`src/rtl/full_adder_4bit_bh_pkg.sv`:
```
// Shared constants and result type for the 4-bit ripple adder and its consumers.
package full_adder_4bit_bh_pkg;

    localparam int WIDTH_DEF = 4;

    // {carry, sum} view of the registered adder outputs.
    typedef struct packed {
        logic                 carry;
        logic [WIDTH_DEF-1:0] sum;
    } add_result_t;

endpackage

```
`src/rtl/full_adder_1bit.sv`:
```
// Single full-adder cell; one link of the ripple carry chain.
module full_adder_1bit
    import full_adder_4bit_bh_pkg::*;
(
    input  logic a,
    input  logic b,
    input  logic ci,
    output logic s,
    output logic co
);

    logic p;

    assign p  = a ^ b;
    assign s  = p ^ ci;
    assign co = (a & b) | (ci & p);

endmodule

```
`src/rtl/full_adder_4bit_bh.sv`:
```
// 4-bit ripple-carry adder with combinational sum/carry and a registered
// copy of sum, carry and signed overflow.
module full_adder_4bit_bh
    import full_adder_4bit_bh_pkg::*;
#(
    parameter int WIDTH = WIDTH_DEF
)(
    output logic [WIDTH-1:0] s,
    output logic             co,
    input  logic [WIDTH-1:0] a,
    input  logic [WIDTH-1:0] b,
    input  logic             ci,
    input  logic             clk,
    input  logic             rst,
    output logic [WIDTH-1:0] s_q,
    output logic             co_q,
    output logic             ovf_q
);

    logic [WIDTH:0]   c;
    logic [WIDTH:0]   beh_sum;
    logic             ovf;

    assign c[0] = ci;

    for (genvar i = 0; i < WIDTH; i++) begin : g_cell
        full_adder_1bit u_cell (
            .a  (a[i]),
            .b  (b[i]),
            .ci (c[i]),
            .s  (s[i]),
            .co (c[i+1])
        );
    end

    assign co = c[WIDTH];

    // Overflow only possible when operands share a sign and the sum flips it.
    assign ovf = (a[WIDTH-1] == b[WIDTH-1]) && (s[WIDTH-1] != a[WIDTH-1]);

    always_ff @(posedge clk or posedge rst) begin
        if (rst) begin
            s_q   <= '0;
            co_q  <= 1'b0;
            ovf_q <= 1'b0;
        end else begin
            s_q   <= s;
            co_q  <= co;
            ovf_q <= ovf;
        end
    end

    // Behavioral reference for the ripple chain; never reaches a netlist.
    assign beh_sum = {1'b0, a} + {1'b0, b} + {{WIDTH{1'b0}}, ci};

    always_comb begin
        assert ({co, s} == beh_sum);
    end

endmodule

```
`config.mk`:
```
export PLATFORM = sky130hd
export DESIGN_NAME = full_adder_4bit_bh
export DESIGN_NICKNAME = d
export VERILOG_FILES = /design/src/rtl/full_adder_4bit_bh_pkg.sv /design/src/rtl/full_adder_1bit.sv /design/src/rtl/full_adder_4bit_bh.sv
export SDC_FILE = /design/constraint.sdc
export NUM_CORES = 1
export LEC_CHECK = 0
export CAP_MARGIN = 20
export CORE_AREA = 2 2 39 41
export CTS_CLUSTER_SIZE = 10
export DETAILED_ROUTE_END_ITERATION = 16
export DIE_AREA = 0 0 41 43
export GPL_ROUTABILITY_DRIVEN = 0
export PLACE_DENSITY = 0.58
export SLEW_MARGIN = 0
export SYNTH_ARGS = -nofsm -noshare
export SYNTH_HDL_FRONTEND = slang
export SYNTH_HIERARCHICAL = 1
export SYNTH_SLANG_ARGS = --single-unit
```
`constraint.sdc`:
```
create_clock -name clk -period 3.3 [get_ports clk]
set_input_delay 0.66 -clock clk [delete_from_list [all_inputs] [get_ports clk]]
set_output_delay 0.66 -clock clk [all_outputs]
set_load 0.1 [all_outputs]
```
After elaboration in Yosys (flattened, before gate mapping). Index checks and enable logic that the tools add are counted.

Eq/ne operators: 2. Bitwise operators: 20. Reductions and logical operators: 1.

Operators by type and width (number): bitwise AND 1 bit (8); bitwise XOR 1 bit (8); bitwise OR 1 bit (4); equality test 1 bit (1); logical AND 1 bit (1); != test 1 bit (1).

Register bits after elaboration: 6. Logic and storage cells: 26. Output and inout bits: 11. Input bits: 11.

Longest topological paths before layout.
Word-level depth: 10. Gate-level depth with buffers: 6. Depth with buffers taken out: 6.

Modules after synthesis. The synthesis kept the hierarchy.

By module, submodules not included: full_adder_4bit_bh (times used 1, area each 176.4 µm², cells each 10); full_adder_1bit (times used 4, area each 20.0 µm², cells each 1).

Least setup slack after synthesis. OpenSTA, ideal clock, no wires.

Kind: input -> output. From: input a[0]. To: output s[3]. Stages: 4. Path buffers: 0. Setup slack: -0.394 ns. Arrival time: 3.034 ns. Path through: fa_1 -> fa_1 -> fa_1 -> fa_1.

Longest elaborated chain between the ends: 8. Elaborated cells on any way between the ends: 9.

Ends and longest elaborated chain: start, declared (line full_adder_4bit_bh.sv:10) `input logic [WIDTH-1:0] a,`; bitwise XOR 1 bit (line full_adder_1bit.sv:14) `assign p = a ^ b;`; bitwise AND 1 bit (line full_adder_1bit.sv:16) `assign co = (a & b) | (ci & p);`; bitwise OR 1 bit * (line full_adder_1bit.sv:16); bitwise AND 1 bit * (line full_adder_1bit.sv:16); bitwise OR 1 bit * (line full_adder_1bit.sv:16); via c[2] (line full_adder_4bit_bh.sv:20) `logic [WIDTH:0] c;`; bitwise AND 1 bit * (line full_adder_1bit.sv:16); bitwise OR 1 bit * (line full_adder_1bit.sv:16); via c[3] (line full_adder_4bit_bh.sv:20); bitwise XOR 1 bit * (line full_adder_1bit.sv:15) `assign s = p ^ ci;`; end, declared (line full_adder_4bit_bh.sv:8) `output logic [WIDTH-1:0] s,`.

Mark *: on every way through the listed nets, which the timed path passes. The rest lies on a longest branch.

Worst setup path after layout.
From: input a[0]. To: output s[3].

Longest elaborated chain between the ends: 8. Elaborated cells on any way between the ends: 9.

Ends and longest elaborated chain (line): bitwise XOR 1 bit (full_adder_1bit.sv:14); bitwise AND 1 bit (full_adder_1bit.sv:16); bitwise OR 1 bit * (full_adder_1bit.sv:16); via c[1] (full_adder_4bit_bh.sv:20); bitwise AND 1 bit * (full_adder_1bit.sv:16); bitwise OR 1 bit * (full_adder_1bit.sv:16); via c[2] (full_adder_4bit_bh.sv:20); bitwise AND 1 bit * (full_adder_1bit.sv:16); bitwise OR 1 bit * (full_adder_1bit.sv:16); via c[3] (full_adder_4bit_bh.sv:20); bitwise XOR 1 bit * (full_adder_1bit.sv:15).

Marked as above.

==> metrics <==
Metal-1 WL=203 um; clock sink count=6; Final nets=57; number of warnings issued by yosys=6; Syn Inst Count=14; detailed-route wire length per cell=11.2 um; Critical Path, Cell by Cell=buf_6 > fa_2 > fa_2 > fa_2 > fa_2 > buf_12; largest net degree at the start of global routing=7; Post-route DRC=0; FMAX=0.308 GHz; ranking of synthesized cells by area=dfrtp_1 59%, fa_1 31%, o22ai_2 4.9%; Syn-to-layout area delta=118%; CP Class=primary input to primary output; unrepaired setup endpoints after global routing=yes; critical path startpoint category=primary input; WP data arrival=2.59 ns; share of cells above drive strength 1=60.0%; Final Cycle Share=98.5%; die area=1760 sq um; I/O Buffers=21; global route overflow=0; Final ANT Viol Nets=0; Vias=213; switching share of total power=51.6%; CTS tree=yes; Power, Total=0.426 mW; CP Max Fanout=2; Post-Syn Area=256 sq um; pre-CTS WS=-0.386 ns; final WL=627 um; power share of the combinational group=64.6%; Yosys cell types=6; H-tree depth=1; die width=41 um; antenna violations before repair=0; Hold Crit Class=primary input to asynchronous set/reset pin; starting density of the core=18.5%; first-pass GRT wire length=821 um; detail-routed via count per cell=3.80; crit path time final=3.25 ns; Pleak=0.254 nW; DRT Pass-1 Iters=2; Slew headroom=81.4%; clk root buf=clkbuf_4; status=finished, final reports clean; vias in the first global route=202; nature of the critical path endpoint=primary output; Std-Cell Rows=14; Ant. Diodes=0; cell repeated most along the worst path=fa_2; internal power=0.206 mW; Total GRT Usage=8.55%; metal3 WL=139 um; sequential power share=20.8%; top routing layer used=met3; fin worst setup slack=0.0502 ns; met2 WL=284 um; syn_area_per_cell=18.3 sq um; Worst-Margin Slew=0.282 ns; Die Y=43 um; Hold Fails Final Rpt=0; Final setup viols=0; core area=1380 sq um; Yosys top cell by area=dfrtp_1; total CTS buffers=3; Power Dens Cells=763 nW/um^2; # Post-CTS Setup Buffers=0; FF+latch count, synth=6; max incr delay on CP=0.58 ns; worst vdd ir=0.000309 V; Mapped Nets=29; drt initial violations=2; WP data required=2.64 ns; Slowest-stage cell, CP=fa_2; worst hold slack=0.643 ns; sequential share of the synthesized area=58.5%; Slew Viols, Final=0; Reg clk slew, reported paths=0.04 ns; max cap viols=0; CTS Hold Buffers Added=0; switching power of the nets=0.220 mW; clock power share=14.7%; Clock Path Buffers=2; # IOs=22; area share of the largest cell type after synthesis=58.5%
[layout by cell type (no fill, tap or decap)]
cell	n
dfrtp_1	6
nand2b_1	1
buf_12	5
nand2_1	1
buf_2	2
dlygate4sd2_1	2
buf_4	8
buf_6	1
clkbuf_4	3
inv_1	1
fa_2	4
o22ai_2	1
clkdlybuf4s50_1	5
[flip-flops by register name, indices dropped and copies added (netlist names)]
name / cells
co_q: 1
ovf_q: 1
s_q: 4
[cell type report]
| class | instances | area (sq um) |
|---|---|---|
| inverter | 1 | 3.75 |
| tap | 16 | 20.0 |
| clock buffer | 3 | 22.5 |
| fill | 129 | 826 |
| sequential | 6 | 150 |
| multi-input combinational | 7 | 113 |
| timing repair buffer | 23 | 249 |
[worst max-delay path: cells and delay by family]
family,cells,cell delay (ns)
buffers and inverters,2,0.27
adder cells (fa/ha/maj),4,1.65
[cell families after synthesis]
family          count (synthesis)  synth area share, %
flops                           6                 58.5
fa+ha+maj                       4                 31.2
simple gates                    2                 3.90
compound gates                  1                 4.88
buf+inv                         1                 1.46
[power by group through the flow]
| stage | clock (mW) | sequential (mW) | combinational [mW] |
|---|---|---|---|
| after floorplan | 0 | 0.176 | 0.107 |
| after global placement | 0 | 0.0892 | 0.278 |
| after CTS | 0.0674 | 0.0884 | 0.277 |
| after global routing | 0.0733 | 0.0889 | 0.283 |
| final | 0.0624 | 0.0884 | 0.275 |
| after detailed placement | 0 | 0.0895 | 0.279 |
[layer usage]
layer / up-vias / global-route usage [%]
met2: 22 / 11.9
met3: 0 / 7.33
met1: 95 / 6.71
met4: 0 / 8.00
met5: - / 0
li1: 96 / -
[worst max-delay path by stage]
stage | startpoint | endpoint | cells past startpoint
after CTS | a[0] | s[3] | 6
after floorplan | a[0] | s[3] | 4
after detailed placement | a[0] | s[3] | 6
after global placement | a[0] | s[3] | 6
after global routing | a[0] | s[3] | 6
final | a[0] | s[3] | 6
[synth_stat cells]
library cell  number
o22ai_2            1
inv_1              1
nand2b_1           1
nand2_1            1
fa_1               4
dfrtp_1            6
[per-stage QoR]
step / area (sq um) / util [%] / TNS [ns] / cells
6_report: 558 / 40.3 / 0 / 56
5_1_grt: 558 / 40.3 / -0.00903 / 56
4_1_cts: 558 / 40.3 / 0 / 56
3_5_place_dp: 547 / 39.5 / -0.612 / 53
3_3_place_gp: 547 / 39.5 / -0.597 / 53
2_1_floorplan: 267 / - / -0.0605 / 14
[what timing repair did]
action,CTS,global route
resized for setup,15,0
pin swaps,4,1
endpoints found under the setup margin,3,1
(Power assumes the default switching activity.)
